[src/rtl/scene_renderer.sv]
// scene_renderer: VGA-style raster generator and sprite compositor for a
// side-scrolling dino game.
//
// Ports:
//   clk         pixel clock (25 MHz at the default 640x480 timing)
//   reset       synchronous, active-low reset
//   state       game state: 0 = active, 1 = game over (background flashes)
//   dinoX/dinoY dino box top-left corner
//   obsX/obsY   obstacle left edge and top edge (obstacle extends down to
//               the floor row V_ACTIVE-SPRITE_W)
//   hsync       active-low horizontal sync, aligned with rgb
//   vsync       active-low vertical sync, aligned with rgb
//   rgb         {R[3:0], G[3:0], B[3:0]} pixel colour, 2 clk behind the raster
//   frame_tick  one-cycle pulse at the start of vertical blank
//
// Porch and sync widths are parameters so that a scaled-down raster can be
// used; their defaults give the standard 800x525 total timing.
module scene_renderer #(
  parameter int H_ACTIVE    = 640,
  parameter int V_ACTIVE    = 480,
  parameter int SPRITE_W    = 20,
  parameter int FLASH_SHIFT = 4,
  parameter int H_FRONT     = 16,
  parameter int H_SYNC      = 96,
  parameter int H_BACK      = 48,
  parameter int V_FRONT     = 10,
  parameter int V_SYNC      = 2,
  parameter int V_BACK      = 33
) (
  input  logic        clk,
  input  logic        reset,
  input  logic        state,
  input  logic [11:0] dinoX,
  input  logic [11:0] dinoY,
  input  logic [11:0] obsX,
  input  logic [11:0] obsY,
  output logic        hsync,
  output logic        vsync,
  output logic [11:0] rgb,
  output logic        frame_tick
);

  localparam int H_TOTAL = H_ACTIVE + H_FRONT + H_SYNC + H_BACK;
  localparam int V_TOTAL = V_ACTIVE + V_FRONT + V_SYNC + V_BACK;

  localparam logic [11:0] H_LAST   = 12'(H_TOTAL - 1);
  localparam logic [11:0] V_LAST   = 12'(V_TOTAL - 1);
  localparam logic [11:0] H_VIS    = 12'(H_ACTIVE);
  localparam logic [11:0] V_VIS    = 12'(V_ACTIVE);
  localparam logic [11:0] HS_START = 12'(H_ACTIVE + H_FRONT);
  localparam logic [11:0] HS_END   = 12'(H_ACTIVE + H_FRONT + H_SYNC);
  localparam logic [11:0] VS_START = 12'(V_ACTIVE + V_FRONT);
  localparam logic [11:0] VS_END   = 12'(V_ACTIVE + V_FRONT + V_SYNC);

  // 13-bit geometry constants so that coordinate + SPRITE_W never wraps
  localparam logic [12:0] SPR        = 13'(SPRITE_W);
  localparam logic [12:0] OBS_FLOOR  = 13'(V_ACTIVE - SPRITE_W);
  localparam logic [12:0] GROUND_TOP = 13'(V_ACTIVE - 2);

  logic [11:0] hcnt_q, hcnt_d, vcnt_q, vcnt_d;
  logic        tick_q, tick_d;
  logic [7:0]  frameCnt_q;
  logic        state_q;
  logic [11:0] dinoX_q, dinoY_q, obsX_q, obsY_q;

  // Raster counters: vcnt steps when hcnt wraps
  always_comb begin
    hcnt_d = hcnt_q + 12'd1;
    vcnt_d = vcnt_q;
    if (hcnt_q == H_LAST) begin
      hcnt_d = '0;
      vcnt_d = (vcnt_q == V_LAST) ? '0 : vcnt_q + 12'd1;
    end
    tick_d = (hcnt_d == '0) && (vcnt_d == V_VIS);
  end

  // Shadow registers are captured at the end of the tick cycle, which falls
  // in vertical blank, so a whole visible frame always sees one snapshot.
  always_ff @(posedge clk) begin
    if (!reset) begin
      hcnt_q     <= '0;
      vcnt_q     <= '0;
      tick_q     <= 1'b0;
      frameCnt_q <= '0;
      state_q    <= 1'b0;
      dinoX_q    <= 12'd50;
      dinoY_q    <= 12'd460;
      obsX_q     <= 12'd650;
      obsY_q     <= 12'd379;
    end else begin
      hcnt_q <= hcnt_d;
      vcnt_q <= vcnt_d;
      tick_q <= tick_d;
      if (tick_q) begin
        frameCnt_q <= frameCnt_q + 8'd1;
        state_q    <= state;
        dinoX_q    <= dinoX;
        dinoY_q    <= dinoY;
        obsX_q     <= obsX;
        obsY_q     <= obsY;
      end
    end
  end

  assign frame_tick = tick_q;

  // Stage 1: region tests on the current raster position
  logic [12:0] px, py;
  logic        visible_d, dinoHit_d, obsHit_d, ground_d, flash_d;
  logic        hsync1_d, vsync1_d;

  always_comb begin
    px        = {1'b0, hcnt_q};
    py        = {1'b0, vcnt_q};
    visible_d = (hcnt_q < H_VIS) && (vcnt_q < V_VIS);
    dinoHit_d = (px >= {1'b0, dinoX_q}) && (px < {1'b0, dinoX_q} + SPR) &&
                (py >= {1'b0, dinoY_q}) && (py < {1'b0, dinoY_q} + SPR);
    // obsX[11] set means the obstacle has scrolled past x=0 and wrapped
    obsHit_d  = !obsX_q[11] &&
                (px >= {1'b0, obsX_q}) && (px < {1'b0, obsX_q} + SPR) &&
                (py >= {1'b0, obsY_q}) && (py < OBS_FLOOR);
    ground_d  = (py >= GROUND_TOP);
    flash_d   = state_q && frameCnt_q[FLASH_SHIFT];
    hsync1_d  = !((hcnt_q >= HS_START) && (hcnt_q < HS_END));
    vsync1_d  = !((vcnt_q >= VS_START) && (vcnt_q < VS_END));
  end

  logic visible_q, dinoHit_q, obsHit_q, ground_q, flash_q;
  logic hsync1_q, vsync1_q, hsync2_q, vsync2_q;
  logic [11:0] rgb_q, rgb_d;

  // Stage 2: priority colour mux, dino over obstacle over ground
  always_comb begin
    rgb_d = 12'h000;
    if (visible_q) begin
      if (dinoHit_q)     rgb_d = 12'h0A0;
      else if (obsHit_q) rgb_d = 12'hA00;
      else if (ground_q) rgb_d = 12'h555;
      else if (flash_q)  rgb_d = 12'hF88;
      else               rgb_d = 12'hFFF;
    end
  end

  // Pipeline registers; syncs travel two stages to stay aligned with rgb
  always_ff @(posedge clk) begin
    if (!reset) begin
      visible_q <= 1'b0;
      dinoHit_q <= 1'b0;
      obsHit_q  <= 1'b0;
      ground_q  <= 1'b0;
      flash_q   <= 1'b0;
      hsync1_q  <= 1'b1;
      vsync1_q  <= 1'b1;
      hsync2_q  <= 1'b1;
      vsync2_q  <= 1'b1;
      rgb_q     <= 12'h000;
    end else begin
      visible_q <= visible_d;
      dinoHit_q <= dinoHit_d;
      obsHit_q  <= obsHit_d;
      ground_q  <= ground_d;
      flash_q   <= flash_d;
      hsync1_q  <= hsync1_d;
      vsync1_q  <= vsync1_d;
      hsync2_q  <= hsync1_q;
      vsync2_q  <= vsync1_q;
      rgb_q     <= rgb_d;
    end
  end

  assign hsync = hsync2_q;
  assign vsync = vsync2_q;
  assign rgb   = rgb_q;

endmodule

[config.mk]
export PLATFORM = sky130hd
export DESIGN_NAME = scene_renderer
export DESIGN_NICKNAME = d
export VERILOG_FILES = /design/src/rtl/scene_renderer.sv
export SDC_FILE = /design/constraint.sdc
export NUM_CORES = 1
export LEC_CHECK = 0
export ABC_AREA = 1
export ABC_CLOCK_PERIOD_IN_PS = 2150
export CAP_MARGIN = 10
export CORE_AREA = 4 4 109 111
export DETAILED_ROUTE_END_ITERATION = 16
export DIE_AREA = 0 0 113 115
export GPL_TIMING_DRIVEN = 0
export PLACE_DENSITY = 0.8
export SLEW_MARGIN = 20
export SYNTH_ARGS = -nofsm -noshare
export SYNTH_HDL_FRONTEND = slang
export SYNTH_SLANG_ARGS = --single-unit
[constraint.sdc]
create_clock -name clk -period 2.15 [get_ports clk]
set_input_delay 0.43 -clock clk [delete_from_list [all_inputs] [get_ports clk]]
set_output_delay 0.43 -clock clk [all_outputs]
set_load 0.005 [all_outputs]
==> results.toml <==
[outcome]
status = "complete, no violations"

[die]
die_w_um = 113
placementRows = 38
io-pin-count = 66
placeableCoreArea_um2 = 10800
die_h_um = 115
dieArea_um2 = 13000
start_util = 0.574

[placed_design]
place_area_um2 = 7020
place_congestion = 0.964
place_hpwl_um = 12500
portBuffers = 65

[cts]
htreeDepth = 3
clock_tree.buffer_depth = 2
clk_pin_slew_worst_paths_ps = 90
root_buffer = "clkbuf_8"
insertion_delay_ps = 360
numClockSinks = 95
ctsHoldBuffers = 0
cts_buffers = 9
cts_tree = "yes"

[critical_path]
start_kind = "register"
path_cells = "ha_4, nor2_4, nor2_4, nand3_2, nor2_2, xor2_1, ha_1, nand2_1, nand3b_1, o21a_1, nand3_2, nor3_4"
reg2reg_slack_ps = 50
critPathCaptureType = "register"
crit_fanout = 3
r2r_start = "dinoX_q[3]"
cpPeakStageDelay_ps = 380
r2r_cells = 12
r2r_end = "dinoHit_q"
criticalPathCategory = "register to register"
cp_data_required_time_ps = 2420
critical-path-slowest-cell = "dfxtp_4"
cp_data_arrival_time_ps = 2380

[detailed_routing]
postRouteAntennaNets = 0
route.detailed.drc = 0
top_layer_used = "met4"
wl_per_cell_um = 14.9
wl_met1_um = 7400
dr_wl_met2_um = 7720
dr.pass1.iters = 5
finalWirelength_um = 16400
drt-initial-drc-count = 304
vias = 5939
vias_per_cell = 5.38
met3_length_um = 967

[sta]
setup_viol = 0
slew_viol_final = 0
rsz0062_at_grt = "yes"
max_freq_mhz = 475
fin_crit_ps = 2100
fin_skew_ps = 6.03
worstMarginPinSlew_ps = 790
relSlewSlack = 0.473
fin_crit_sh = 0.978
hold_violations = 0
tns_ps = 0

[layout]
areaGrowthSynthToFinish_pct = 22.0
layout-drive-gt1-share = 0.102
ff_latch_area_um2 = 1920
num-nets-final = 1096
finalInstanceArea_um2 = 7560
fillCellCount = 917
multiInputGateArea_um2 = 3880
antennaDiodeCount = 0

[synthesis]
syn_area_um2 = 6190
yosys-top-cells-count = "134 x nand2_1, 122 x inv_1, 95 x dfxtp_1, 94 x nor2_1, 89 x a21oi_1"
post-synth-top-count-cell = "nand2_1"
synth.area.top_cells = "dfxtp_1 31%, ha_1 17%, nand2_1 8.1%, inv_1 7.4%, a21oi_1 7.2%"
synth_edf_count = 0
synth_cells = 866
synth_nets = 1003
synth-seq-area-share = 0.307
yosysWarnings = 0
post_synth_fa_ha_maj_area_fraction = 0.174
synth_xor_area_frac = 0.0396
synth-compound-area-share = 0.147
muxShareOfSynthArea = 0
post-synth-top-area-cell = "dfxtp_1"
ys_types = 35
syn_avg_cell_area_um2 = 7.15
synth_seq_cells = 95
synthSimpleGateAreaFrac = 0.238
synth_top_family_by_area = "simple AND/OR/NAND/NOR gates"
yosys.area.top_type_share = 0.307
async_reset_ff_frac = 0
ys.flop_type = "dfxtp_1"

[hold_path]
min_to = "vsync"
hp-start = "vsync1_q"
hold_depth = 1
hp-class = "register to register"

[global_routing]
antenna_found_initial = 0
grt_start_max_net_pins = 15
grt_usage = 0.257
grt_pass1_wl_um = 26700
grt_pass1_vias = 5615
grt_overflow = 0

[job]
cap_violations = 0

[pwr]
power_density_nw_per_um2 = 437
vdd_drop_max_v = 0.000366
p_leak_nw = 3.54
-- cells in the final DEF, fill, tap and decap left out, drive strengths merged, types with 31 or more instances in the layout --
cell,instances
ha,86
clkbuf,31
nand3,44
a21oi,89
inv,124
nor2,99
clkdlybuf4s50,65
nand2,137
dfxtp,95
o21ai,70
-- cell type report --
type                            instances  share of cell area
Clock inverter                          3             0.00894
Timing Repair Buffer                   82               0.104
Sequential cell                        95               0.254
Multi-Input combinational cell        621               0.513
Tap cell                              140              0.0232
Clock buffer                           12              0.0192
Inverter                              126              0.0628
Buffer                                 24              0.0144
-- where the power goes --
part,total [W],switching [W],internal [W]
logic,0.000224,0.0000888,0.000135
registers,0.00178,0.0000118,0.00177
clock network,0.00130,0.000619,0.000683
total,0.00330,0.000720,0.00258
-- what timing repair did --
item | CTS | global route
pin swaps | 21 | 28
endpoints found under the setup margin | 2 | 2
gates resized for setup | 28 | 33
buffers inserted | 10 | 7
-- cell families (layout without fill, tap and decap cells) --
| family | after synthesis | after routing |
|---|---|---|
| flops | 95 | 95 |
| fa+ha+maj | 86 | 86 |
| xor+xnor | 28 | 28 |
| simple gates | 333 | 333 |
| compound gates | 174 | 174 |
| buf+inv | 150 | 247 |
-- per-layer routing --
layer	up-vias	GRT usage
li1	3056	-
met1	2694	0.336
met2	164	0.435
met3	25	0.0411
met4	0	0.0825
met5	-	0
-- critical path: cells and delay by family (launching register included) --
| family | cells | cell delay [ps] |
|---|---|---|
| compound gates | 1 | 160 |
| flops | 1 | 380 |
| fa+ha+maj | 2 | 420 |
| simple gates | 8 | 890 |
| xor+xnor | 1 | 160 |
-- worst max path at each step --
stage / from / endpoint / cells after the start
after floorplan: dinoX_q[2] / dinoHit_q / 13
after global placement: dinoX_q[2] / dinoHit_q / 13
after detailed placement: dinoX_q[2] / dinoHit_q / 12
after CTS: dinoY_q[3] / dinoHit_q / 10
after global routing: obsX_q[2] / obsHit_q / 12
final: dinoX_q[3] / dinoHit_q / 12
-- stage by stage --
stage           util  total power [W]  setup slack (ps)  instances  hold slack [ps]
2_1_floorplan      -          0.00190               219        866              393
3_3_place_gp   0.650          0.00204              -199       1071              395
3_5_place_dp   0.650          0.00205              -303       1071              406
4_1_cts        0.685          0.00331             -8.65       1096              425
5_1_grt        0.700          0.00341             -93.7       1103              449
6_report       0.700          0.00330              46.5       1103              423
-- flip-flops by register name, summed over array words and instances, names as in the netlist, 5 cells and up --
| register | cells |
|---|---|
| dinoX_q | 12 |
| dinoY_q | 12 |
| frameCnt_q | 5 |
| hcnt_q | 12 |
| obsX_q | 12 |
| obsY_q | 12 |
| rgb | 7 |
| vcnt_q | 12 |
(Power assumes the default switching activity.)
